**src/rtl/fetch_sequencer.sv**
```systemverilog
// Instruction fetch sequencer: owns the PC, fills the IF/ID buffer, and
// handles stalls, branch redirects/flushes and stopping on a HALT word.
module fetch_sequencer #(
    parameter logic [15:0] RESET_PC  = 16'h0000,
    parameter logic [15:0] PC_STEP   = 16'd2,
    parameter logic [15:0] HALT_WORD = 16'h0000
) (
    input  logic        clk,
    input  logic        rst,
    input  logic        stall,
    input  logic        branch_taken,
    input  logic [15:0] branch_target,
    input  logic [15:0] instr_in,
    output logic [15:0] pc_out,
    output logic [15:0] ifid_instr,
    output logic [15:0] ifid_pc,
    output logic        ifid_valid,
    output logic        halted,
    output logic [15:0] fetch_count
);

    localparam int unsigned W_DATA = 16;

    typedef enum logic {
        S_RUN  = 1'b0,
        S_HALT = 1'b1
    } state_t;

    state_t              r_state;
    logic [W_DATA-1:0]   r_pc;
    logic [W_DATA-1:0]   r_ifid_instr;
    logic [W_DATA-1:0]   r_ifid_pc;
    logic                r_ifid_valid;
    logic                r_halted;
    logic [W_DATA-1:0]   r_fetch_count;

    logic                w_is_halt;
    logic [W_DATA-1:0]   w_count_inc;
    logic [W_DATA-1:0]   w_target;

    // Decode the fetched word, saturating count increment and aligned target.
    always_comb begin
        w_is_halt   = (instr_in == HALT_WORD);
        w_count_inc = (r_fetch_count == {W_DATA{1'b1}}) ? r_fetch_count
                                                        : r_fetch_count + W_DATA'(1);
        w_target    = branch_target & 16'hFFFE;
    end

    // Fetch FSM: priority is reset, then redirect, then stall, then state action.
    always_ff @(posedge clk) begin
        if (rst) begin
            r_state       <= S_RUN;
            r_pc          <= RESET_PC;
            r_ifid_instr  <= '0;
            r_ifid_pc     <= '0;
            r_ifid_valid  <= 1'b0;
            r_halted      <= 1'b0;
            r_fetch_count <= '0;
        end else if (branch_taken) begin
            r_state      <= S_RUN;
            r_pc         <= w_target;
            r_ifid_instr <= '0;
            r_ifid_pc    <= '0;
            r_ifid_valid <= 1'b0;
            r_halted     <= 1'b0;
        end else if (!stall) begin
            case (r_state)
                S_RUN: begin
                    r_ifid_instr  <= instr_in;
                    r_ifid_pc     <= r_pc;
                    r_ifid_valid  <= 1'b1;
                    r_fetch_count <= w_count_inc;
                    if (w_is_halt) begin
                        r_halted <= 1'b1;
                        r_state  <= S_HALT;
                    end else begin
                        r_pc <= r_pc + PC_STEP;
                    end
                end
                S_HALT: begin
                    r_ifid_instr <= '0;
                    r_ifid_valid <= 1'b0;
                end
                default: r_state <= S_RUN;
            endcase
        end
    end

    assign pc_out      = r_pc;
    assign ifid_instr  = r_ifid_instr;
    assign ifid_pc     = r_ifid_pc;
    assign ifid_valid  = r_ifid_valid;
    assign halted      = r_halted;
    assign fetch_count = r_fetch_count;

endmodule

```
**config.mk**
```make
export PLATFORM = sky130hd
export DESIGN_NAME = fetch_sequencer
export DESIGN_NICKNAME = d
export VERILOG_FILES = /design/src/rtl/fetch_sequencer.sv
export SDC_FILE = /design/constraint.sdc
export NUM_CORES = 1
export LEC_CHECK = 0
export BUFFER_PORTS_ARGS = -buffer_cell sky130_fd_sc_hd__buf_2
export CAP_MARGIN = 30
export CORE_MARGIN = 3
export CORE_UTILIZATION = 51
export CTS_BUF_LIST = sky130_fd_sc_hd__clkbuf_8
export CTS_CLUSTER_DIAMETER = 150
export CTS_CLUSTER_SIZE = 28
export DETAILED_ROUTE_END_ITERATION = 12
export GPL_ROUTABILITY_DRIVEN = 1
export HOLD_SLACK_MARGIN = 0.02
export PLACE_DENSITY_LB_ADDON = 0.2
export SLEW_MARGIN = 15
export SYNTH_ARGS = -nofsm -noshare
export SYNTH_HDL_FRONTEND = slang
export SYNTH_SLANG_ARGS = --single-unit
```
**constraint.sdc**
```tcl
create_clock -name clk -period 2.8 [get_ports clk]
set_clock_uncertainty 0.15 [all_clocks]
set_input_delay 0.28 -clock clk [delete_from_list [all_inputs] [get_ports clk]]
set_output_delay 0.28 -clock clk [all_outputs]
set_load 0.005 [all_outputs]
```
# After elaboration in Yosys (flattened, before gate mapping)
# Cells that the tools add are included.
# W data, S select, Z words.
# word_totals
latchBits	0
ram_bits	0
mem_count	0
regBits	67
rom_bits	0
# op_classes
eq_ne	4
div	0
n_reduce_logical	7
mul	0
shift	0
add_sub_neg	2
order_cmp	0
n_mux	8
n_bitwise	5
# ops
cell	count
$mux W16	4
$pmux W16 S2	1
$add A16 B1 Y16 const B	1
$add A16 B2 Y16 const B	1
$eq A16 B16 Y1 const B	1
$logic_not A16 Y1	1
$reduce_and A3 Y1	3
$not A1 Y1	5
$ne A2 B2 Y1 const B	2
$reduce_and A4 Y1	1
$mux W1	2
$ne A2 B1 Y1 const B	1
$pmux W1 S2	1
$reduce_and A2 Y1	1
$reduce_or A2 Y1	1

# Longest topological paths before layout
# Gate-level depths: netlist of run 1.
# logic_depth
ltp_word	5
depth_mapped	7

# Worst setup path before layout of run 1
# Ideal clock, no wire load.
# synth_path
path_kind	flip-flop to flip-flop
startpoint	register r_fetch_count[0], in the netlist fetch_count[0]
endpoint	register r_fetch_count[1], in the netlist fetch_count[1]
setup_slack_ns	0.640
path_buffers	2
period_less_slack_ns	2.160
required_ns	2.518
t_arrival_ns	1.877
stages_incl_launch_ff	8
setup_time_ns	0.132
path_cell_list	dfxtp_1 ha_1 nand3_1 nor4_1 clkbuf_1 clkbuf_1 nand3b_1 a21oi_1
# synth_between
elab_chain_cells	3
# synth_rtl
element	line_no	rtl
start, declared	35	logic [W_DATA-1:0] r_fetch_count;
start signal, assigned	72	r_fetch_count <= w_count_inc;
branches (longest 3 deep; another with $add A16 B1 Y16)	-	
# Parallel ways; which one is timed is not known.
# A chain may end at the register's enable or synchronous reset.

# Worst setup path in the final report of run 1
# layout_path
startpoint	register r_fetch_count[10], in the netlist fetch_count[10]
endpoint	register r_fetch_count[13], in the netlist fetch_count[13]
# Same word-level chain as after synthesis.

==> results.md, run 1 <==
* Status: finished, final reports clean
* Clock power frac at 0.437
* Drt wl/cell at 15.2 um
* Worst r2r src: fetch_count[10]$_SDFFE_PP0P_
* Total power at roughly 2.1 mW
* Clock Path Buffers at 2
* Switching Fraction at 0.250
* Hold-fix buffers, CTS at 0
* Depth of the most critical reg-to-reg path at 4
* Most common cell after layout, fill and taps aside: buf_2
* Final instance count without filler cells at 511
* PostCTS Resize Cnt at 0
* CTS root buffer: clkbuf_8
* DRT antenna net count at 0
* Fmax at 0.435 GHz
* Worst Hold End: ifid_instr[6]$_SDFFE_PP0N_
* Main synth FF type: dfxtp_1
* Core Box Area at 5300 um2
* YS warnings at 0
* Die footprint at 6650 um2
* Flop-to-flop setup slack at around 0.50 ns
* Setup TNS at 0 ns
* First-pass GRT wire length at about 13000 um
* Antenna violations before repair at 0
* VDD IR-drop max at 0.000564 V
* Final hold vios at 0
* Leakage at around 1.5 nW
* Grt ovf at 0
* Sequential fraction of the synthesis area at 0.447
* H-tree levels at 3
* CTS Buf Count at 9
* Uppermost routed layer: met4
* Combinational group share of total power at 0.088
* Die height at between 80 and 90 um
* I/O pin total at 102
* Pint at around 1.6 mW
* CP Launch Type: flop
* CTS tree: yes
* Max Slew Vio Count at 0
* Relative slew slack at 0.557
* Row cnt at 26
* Die width at 81.5 um
* Routed via count at between 3000 and 4000
* Vias in the first global route at approximately 2700
* Number of enable flip-flop cells after synthesis at 0
* Nets at 474
* # DRC at 0
* ANT cells at 0
* Avg Inst Size Synth at roughly 8.4 um2
* Detailed Route WL at 7780 um
* CP Max Fanout at 7
* Met2 routed WL at around 3700 um
* Psw at 520 uW
* Worst slew pin tran at about 0.67 ns
* Met3 WL at 561 um
* Largest net degree at the start of global routing at 35
* I/O Buffers at 98
* Crit path time final at 2.30 ns
* Inst Count DP at between 400 and 500
* Required time of the worst setup path at between 2 and 3 ns
* DR pass1 iterations at 4
* Clock net sink count at 65
* Via/cell ratio at 5.89
* PwrDens at 569 nW/um2
* Area Growth Syn to Fin at 25.8%
* WHS at 0.0373 ns
* Distinct cells, synth at 43
* Final period util at 0.821
* Mapped Area at 2910 um2
* Cells after Synth at 347
* CP arrival at 2.41 ns
* DRT iter0 DRCs at 224
* Sequential share of power at 0.475
* Setup repair bufs after CTS at 0
* Gr usage total at 0.242
* Reg2reg end: fetch_count[13]$_SDFFE_PP0P_
* Synthesized flop and latch total at 65
* Gpl congestion at 0.766
* Worst skew pair latency at 0.34 ns
* Setup violation total in the final timing report at 0
* DP HPWL at 5310 um
* Layout cell share with drive strength beyond 1 at 0.293
* Metal1 wirelength at 3460 um
* Crit path kind: flop to flop
* Initial Utilization at 0.549
* CP endpoint kind: flop
* Hold Crit Class: primary input to flop
* Number of max-cap violations at 0
* FFs w/ async S/R, synth at 0
* Most frequent cells in the layout: buf_2 (98), dfxtp_1 (65), nand2_1 (41), a21oi_1 (35), nor2_1 (28)
* HP Start: instr_in[6]
* Min-Delay Path Depth at 3
* Unrepaired setup endpoints after global routing: false
* Clock slew at reported path FFs at ~0.080 ns
-- flip-flops by register name, summed over array words and instances (netlist names) --
register and flops:
ifid_pc 15, halted 1, pc_out 15, ifid_valid 1, r_state 1, fetch_count 16, ifid_instr 16
-- kinds of logic after synthesis --
family	Yosys count	share of synthesized area
compound gates	104	0.241
xor+xnor	1	0.00301
fa+ha+maj	2	0.00860
buf+inv	35	0.0512
flops	65	0.447
mux	1	0.00344
other cells	1	0.00129
simple gates	138	0.244
-- cell type report --
| type | count | area, um2 |
|---|---|---|
| Clock buffer | 10 | 138 |
| Clock inverter | 6 | 91.3 |
| Fill cell | 450 | 1640 |
| Inverter | 7 | 26.3 |
| Multi-Input combinational cell | 248 | 1470 |
| Sequential cell | 65 | 1300 |
| Tap cell | 70 | 87.6 |
| Timing Repair Buffer | 105 | 543 |
-- power groups by stage --
stage               Combinational [mW]  Sequential (mW)  Clock, mW
floorplan                        0.104             1.01          0
global placement                 0.178             1.01          0
detailed placement               0.182             1.01          0
CTS                              0.183            0.988      0.920
global route                     0.207            0.993      0.958
finish                           0.183            0.990      0.909
-- per-stage QoR --
| step | util | worst slack (ns) | area (um2) |
|---|---|---|---|
| floorplan | - | 0.640 | 2910 |
| global placement | 0.647 | 0.463 | 3430 |
| detailed placement | 0.647 | 0.438 | 3430 |
| CTS | 0.690 | 0.508 | 3660 |
| global route | 0.690 | 0.396 | 3660 |
| finish | 0.690 | 0.501 | 3660 |
-- worst max-delay path, stage by stage (launching register included) --
cell and delay [ns]:
dfxtp_1 0.46, or4b_4 0.53, or4_4 0.54, or4_1 0.41
a21oi_1 0.14
-- per-layer routing --
metal / track usage / up-vias
met5: 0 / -
met4: 0.0878 / 0
met3: 0.0504 / 9
met2: 0.376 / 114
met1: 0.331 / 1411
li1: - / 1478
-- cells in the mapped netlist, types with 2 or more instances --
library cell / n / area [um2]
or4_1: 16 / 120
a221oi_1: 2 / 17.5
or2_2: 2 / 12.5
o31a_1: 4 / 35.0
buf_4: 2 / 15.0
nand3_1: 10 / 50.1
nand4_1: 7 / 43.8
o21bai_1: 3 / 22.5
clkbuf_1: 22 / 82.6
a211oi_1: 7 / 52.6
nor4_1: 7 / 43.8
ha_1: 2 / 25.0
o31ai_1: 12 / 90.1
o22ai_1: 3 / 18.8
buf_2: 2 / 10.0
a21oi_1: 35 / 175
inv_1: 7 / 26.3
o21ai_0: 8 / 40.0
nor2_1: 29 / 109
or3_1: 12 / 75.1
a311oi_1: 7 / 61.3
nand2_1: 41 / 154
dfxtp_1: 65 / 1300
nor3_1: 6 / 30.0
a22oi_1: 16 / 120
o41ai_1: 2 / 17.5
and3_1: 2 / 12.5
-- worst max path at each step --
stage	end	from	slack, ns	cells after the start
6_report	fetch_count[13]$_SDFFE_PP0P_	fetch_count[10]$_SDFFE_PP0P_	0.50	4
2_1_floorplan	fetch_count[1]$_SDFFE_PP0P_	fetch_count[0]$_SDFFE_PP0P_	0.64	7
5_1_grt	fetch_count[2]$_SDFFE_PP0P_	fetch_count[0]$_SDFFE_PP0P_	0.40	6
3_3_place_gp	fetch_count[13]$_SDFFE_PP0P_	branch_taken	0.46	5
3_5_place_dp	fetch_count[13]$_SDFFE_PP0P_	branch_taken	0.44	5
4_1_cts	fetch_count[13]$_SDFFE_PP0P_	fetch_count[10]$_SDFFE_PP0P_	0.51	4
No activity file was read; power rests on OpenSTA's default activity.
==> run 2, diff against run 1 <==
==> constraint.sdc (replaced) <==
create_clock -name clk -period 2.3 [get_ports clk]
set_clock_uncertainty 0.15 [all_clocks]
set_input_delay 0.23 -clock clk [delete_from_list [all_inputs] [get_ports clk]]
set_output_delay 0.23 -clock clk [all_outputs]
set_load 0.005 [all_outputs]
==> results.md, run 2 (same netlist as run 1, synthesis figures left out) <==
* Status: finished, final reports clean
* WHS at 0.0304 ns (-0.00687 ns)
* Number of max-cap violations at 0 (unchanged)
* Die width at 81.5 um (unchanged)
* # DRC at 0 (unchanged)
* Fmax at 0.439 GHz
* Final hold vios at 0 (unchanged)
* Depth of the most critical reg-to-reg path at 4 (unchanged)
* Most frequent cells in the layout: buf_2 (98), dfxtp_1 (65), nand2_1 (41), a21oi_1 (35), nor2_1 (28)
* DRT iter0 DRCs at 224 (unchanged)
* Inst Count DP at 503 (+1.6%)
* I/O pin total at 102 (unchanged)
* Clock Path Buffers at 2 (unchanged)
* Final WS setup at 0.0239 ns (-0.477 ns)
* Worst r2r src: r_state$_SDFFE_PP0N_
* Worst slew pin tran at 0.627 ns (-0.0385 ns)
* Setup repair bufs after CTS at 0 (unchanged)
* PwrDens at 648 nW/um2 (+14%)
* Detailed Route WL at 8440 um (+8.5%)
* Crit path time final at 2.28 ns
* Gpl congestion at 0.794 (+3.6%)
* CP Launch Type: primary input
* Final period util at 0.990
* FILL cells at 408 (-9.3%)
* Die height at 81.5 um (unchanged)
* Clock net sink count at 65 (unchanged)
* Worst skew pair latency at 0.34 ns (about the same)
* Crit path kind: primary input to flop
* Setup violation total in the final timing report at 0 (unchanged)
* Max Slew Vio Count at 0 (unchanged)
* Layout cell share with drive strength beyond 1 at 0.292 (-0.000762)
* Routed via count at 3206 (+6.4%)
* Flop-to-flop setup slack at 0.13 ns (-0.37 ns)
* CTS root buffer: clkbuf_8
* CTS Buf Count at 9 (unchanged)
* Vias in the first global route at 2863 (+5.6%)
* Via/cell ratio at 5.90 (+0.17%)
* DP HPWL at 5520 um (+4.1%)
* Die footprint at 6650 um2 (unchanged)
* VDD IR-drop max at 0.000633 V (+12%)
* Area Growth Syn to Fin at 36.3%
* Setup TNS at 0 ns (unchanged)
* Leakage at 1.61 nW (+9.4%)
* Worst setup endpoint: pc_out[3]$_SDFFE_PP0P_
* Total power at 2.57 mW (+23%)
* Core Box Area at 5300 um2 (unchanged)
* Largest net degree at the start of global routing at 35 (unchanged)
* Drt wl/cell at 15.5 um (+2.1%)
* CTS tree: yes
* Relative slew slack at 0.582 (+0.0257)
* CP Max Fanout at 5 (-2)
* Reg2reg end: fetch_count[13]$_SDFFE_PP0P_
* I/O Buffers at 98 (unchanged)
* Row cnt at 26 (unchanged)
* CP arrival at 2.36 ns (-0.05 ns)
* CP endpoint kind: flop
* DR pass1 iterations at 5 (+1)
* Antenna violations before repair at 0 (unchanged)
* Clock slew at reported path FFs at 0.07 ns (about the same)
* Initial Utilization at 0.549 (unchanged)
* DRT antenna net count at 0 (unchanged)
* Final instance count without filler cells at 543 (+6.3%)
* Gr usage total at 0.262 (+0.0206)
* First-pass GRT wire length at 13400 um (+5.3%)
* Pre-CTS setup slack at 0.0179 ns (-0.420 ns)
* Nets at 506 (+6.8%)
* Required time of the worst setup path at 2.39 ns (-0.52 ns)
* ANT cells at 0 (unchanged)
* Crit. Startpoint: instr_in[8]
* Unrepaired setup endpoints after global routing: false
* H-tree levels at 3 (unchanged)
* Hold Crit Class: primary input to flop
* Grt ovf at 0 (unchanged)
* Most common cell after layout, fill and taps aside: buf_2
run 2: cell types whose count changed in the layout (fill, tap and decap cells not counted):
cell / previous run / this run
buf_4: 7 / 15
dlygate4sd3_1: 0 / 23
o41a_1: 1 / 2
or4_1: 16 / 15
or4_4: 1 / 2
run 2: timing repair:
action,in CTS,in global routing
resized for setup,0,1
setup endpoints to repair,0,2
hold buffers,23,0
hold endpoints to repair,23,0
run 2: layer usage:
| layer | wire length (um) | global-route usage | vias to the layer above |
|---|---|---|---|
| met5 | 0 | 0 | - |
| met1 | 3570 | 0.332 | 1511 |
| met4 | 155 | 0.101 | 0 |
| met2 | 4080 | 0.420 | 126 |
| li1 | - | - | 1552 |
| met3 | 636 | 0.0779 | 17 |
run 2: report_power, final:
group          internal, mW  switching (mW)  total [mW]  leakage, nW
logic                 0.129           0.135       0.265        0.973
registers              1.16          0.0421        1.20        0.530
clock network         0.641           0.461        1.10        0.105
run 2: area by class of cell:
type,count,area [um2],share of cell area
multi-input combinational,249,1490,0.375
sequential,65,1300,0.328
timing repair buffer,136,833,0.210
clock buffer,10,138,0.0347
clock inverter,6,91.3,0.0230
tap,70,87.6,0.0221
inverter,7,26.3,0.00663
run 2: per-stage QoR:
stage                      util  cell area [um2]
after global placement    0.658             3490
after detailed placement  0.658             3490
after CTS                 0.745             3950
after global routing      0.748             3960
final                     0.748             3960
after floorplan               -             2910
run 2: critical path, stage by stage:
cell	delay, ns
dlygate4sd3_1	0.53
buf_2	0.13
or4_4	0.46
o41a_1	0.54
and4_1	0.26
a2111oi_2	0.21
run 2: worst min-delay path by stage:
stage / startpoint / to / slack (ns) / cells past startpoint
after CTS: branch_target[9] / pc_out[9]$_SDFFE_PP0P_ / 0.02 / 3
after global routing: branch_target[15] / pc_out[15]$_SDFFE_PP0P_ / 0.05 / 3
after global placement: ifid_pc[11]$_SDFFE_PP0P_ / ifid_pc[11]$_SDFFE_PP0P_ / 0.29 / 2
after floorplan: rst / pc_out[3]$_SDFFE_PP0P_ / 0.16 / 1
final: branch_target[9] / pc_out[9]$_SDFFE_PP0P_ / 0.03 / 3
after detailed placement: ifid_pc[9]$_SDFFE_PP0P_ / ifid_pc[9]$_SDFFE_PP0P_ / 0.29 / 2
==> run 3, diff against run 2 <==
--- a/config.mk
+++ b/config.mk
@@ -14,6 +14,7 @@
 export CTS_CLUSTER_SIZE = 28
 export DETAILED_ROUTE_END_ITERATION = 12
 export GPL_ROUTABILITY_DRIVEN = 1
+export GPL_TIMING_DRIVEN = 0
 export HOLD_SLACK_MARGIN = 0.02
 export PLACE_DENSITY_LB_ADDON = 0.2
 export SLEW_MARGIN = 15
==> results.md, run 3 (same netlist as run 1, synthesis figures left out) <==
* # DRC at 0 (unchanged)
* Depth of the most critical reg-to-reg path at 4 (unchanged)
* Clock Path Buffers at 2 (unchanged)
* Min-Delay Path Depth at 3 (unchanged)
* Worst slew pin tran at 0.912 ns (+0.286 ns)
* Unrepaired setup endpoints after global routing: true
* First-pass GRT wire length at 14200 um (+6.3%)
* Layout cell share with drive strength beyond 1 at 0.272 (-0.0201)
* Gpl congestion at 0.867 (+9.2%)
* Nets at 519 (+2.6%)
* Core Box Area at 5300 um2 (unchanged)
* Crit-path max cell delay at 0.56 ns (+0.02 ns)
* Die height at 81.5 um (unchanged)
* Initial Utilization at 0.549 (unchanged)
* Clock slew at reported path FFs at 0.07 ns (about the same)
* Vias in the first global route at 3033 (+5.9%)
* Most frequent cells in the layout: buf_2 (99), dfxtp_1 (64), nand2_1 (41), a21oi_1 (35), nor2_1 (28)
* DP HPWL at 5930 um (+7.3%)
* Crit path kind: flop to flop
* Post-Route Utilization at 0.750 (+0.00283)
* VDD IR-drop max at 0.000532 V (-16%)
* CTS tree: yes
* I/O pin total at 102 (unchanged)
* Clock net sink count at 65 (unchanged)
* Critical path cell sequence: or4b_4, or4_4, or4_1, a21oi_1
* I/O Buffers at 97 (-1.0%)
* Drt wl/cell at 15.9 um (+2.1%)
* Gr usage total at 0.278 (+0.0157)
* Setup TNS at 0 ns (unchanged)
* Routed via count at 3271 (+2.0%)
* Detailed Route WL at 8820 um (+4.5%)
* Worst r2r src: r_state$_SDFFE_PP0N_
* Combinational group share of total power at 0.108 (+0.005)
* Final period util at 0.970 (-0.0194)
* PwrDens at 632 nW/um2 (-2.5%)
* Switching Fraction at 0.248 (-0.000561)
* Reg2reg end: fetch_count[13]$_SDFFE_PP0P_
* CP endpoint kind: flop
* DRT iter0 DRCs at 286 (+28%)
* WHS at 0.0338 ns (+0.00339 ns)
* Relative slew slack at 0.387 (-0.195)
* Via/cell ratio at 5.88 (-0.36%)
* Row cnt at 26 (unchanged)
* H-tree levels at 3 (unchanged)
* CP Max Fanout at 6 (+1)
* Total power at 2.52 mW (-2.1%)
* CP Launch Type: flop
* DR pass1 iterations at 5 (unchanged)
* CTS root buffer: clkbuf_8
* Leakage at 1.62 nW (+0.97%)
* CTS Buf Count at 9 (unchanged)
* Die width at 81.5 um (unchanged)
* Die footprint at 6650 um2 (unchanged)
* Worst skew pair latency at 0.34 ns (about the same)
* Required time of the worst setup path at 2.42 ns (+0.03 ns)
* Worst Hold End: pc_out[12]$_SDFFE_PP0P_
* Pint at 1.89 mW (-2.1%)
* Number of max-cap violations at 0 (unchanged)
* Area Growth Syn to Fin at 36.8%
* Hold Crit Class: primary input to flop
* HP Start: branch_target[12]
* FILL cells at 424 (+3.9%)
* Crit. Startpoint: r_state$_SDFFE_PP0N_
* CP arrival at 2.35 ns (about the same)
* DRT antenna net count at 0 (unchanged)
* Psw at 623 uW (-2.3%)
* Most common cell after layout, fill and taps aside: buf_2
* Grt ovf at 0 (unchanged)
* Critical Path Slowest Stage Cell: or4b_4
* Fmax at 0.448 GHz (+2.0%)
* Inst Count DP at 515 (+2.4%)
* Setup violation total in the final timing report at 0 (unchanged)
* Status: finished, final reports clean
* Final hold vios at 0 (unchanged)
* Flop-to-flop setup slack at 0.07 ns (-0.06 ns)
* Final instance count without filler cells at 556 (+2.4%)
* ANT cells at 0 (unchanged)
* Clock power frac at 0.413 (-0.016)
* Largest net degree at the start of global routing at 12 (-66%)
* Antenna violations before repair at 0 (unchanged)
* Max Slew Vio Count at 0 (unchanged)
* Sequential share of power at 0.479 (+0.011)
* Crit path time final at 2.23 ns (-0.0447 ns)
-- run 3: cell types whose count changed in the layout (fill, tap and decap cells not counted), sizes merged --
cell / change
buf: -8
clkbuf: +20
clkinv: +2
clkinvlp: -2
dlygate4sd3: +1
inv: +1
o41a: -1
-- run 3: per-stage QoR --
| stage | worst slack, ns | instance area (um2) |
|---|---|---|
| 2_1_floorplan | 0.140 | 2910 |
| 3_3_place_gp | -0.511 | 3490 |
| 3_5_place_dp | -0.546 | 3490 |
| 4_1_cts | 0.0538 | 3960 |
| 5_1_grt | -0.0275 | 3980 |
| 6_report | 0.0686 | 3980 |
-- run 3: timing repair --
action | in CTS | in global routing
resized for setup | 5 | 8
endpoints found under the setup margin | 12 | 17
setup buffers | 0 | 1
hold buffers | 24 | 0
endpoints found under the hold margin | 23 | 0
pin swaps | 1 | 1
-- run 3: how the worst max path moves through the flow --
stage | endpoint | cells past startpoint
2_1_floorplan | fetch_count[1]$_SDFFE_PP0P_ | 7
3_3_place_gp | fetch_count[1]$_SDFFE_PP0P_ | 7
5_1_grt | pc_out[7]$_SDFFE_PP0P_ | 6
6_report | fetch_count[13]$_SDFFE_PP0P_ | 4
4_1_cts | pc_out[9]$_SDFFE_PP0P_ | 5
3_5_place_dp | fetch_count[2]$_SDFFE_PP0P_ | 7
-- run 3: layout make-up --
type	count	area (um2)	share of cell area
sequential	65	1300	0.327
multi-input combinational	248	1490	0.375
buffer	28	129	0.0324
tap	70	87.6	0.0220
timing repair buffer	122	733	0.184
clock buffer	9	124	0.0311
clock inverter	7	86.3	0.0217
inverter	7	26.3	0.00660
-- run 3: critical path: cells and delay by family (launching register included) --
family / cells / cell delay, ns
DFF: 1 / 0.36
AOI/OAI and AO/OA: 1 / 0.15
and+or+nand+nor: 3 / 1.51
-- run 3: power groups by stage --
stage | combinational (mW) | sequential [mW] | clock [mW]
after floorplan | 0.127 | 1.22 | 0
after global placement | 0.228 | 1.23 | 0
after detailed placement | 0.233 | 1.23 | 0
after CTS | 0.265 | 1.20 | 1.05
after global routing | 0.302 | 1.21 | 1.10
final | 0.271 | 1.21 | 1.04
-- run 3: metal layers --
metal	vias to the layer above	wire length [um]	GRT usage
met5	-	0	0
met4	0	133	0.0895
met3	14	686	0.0581
met2	169	4290	0.464
met1	1524	3710	0.359
li1	1564	-	-
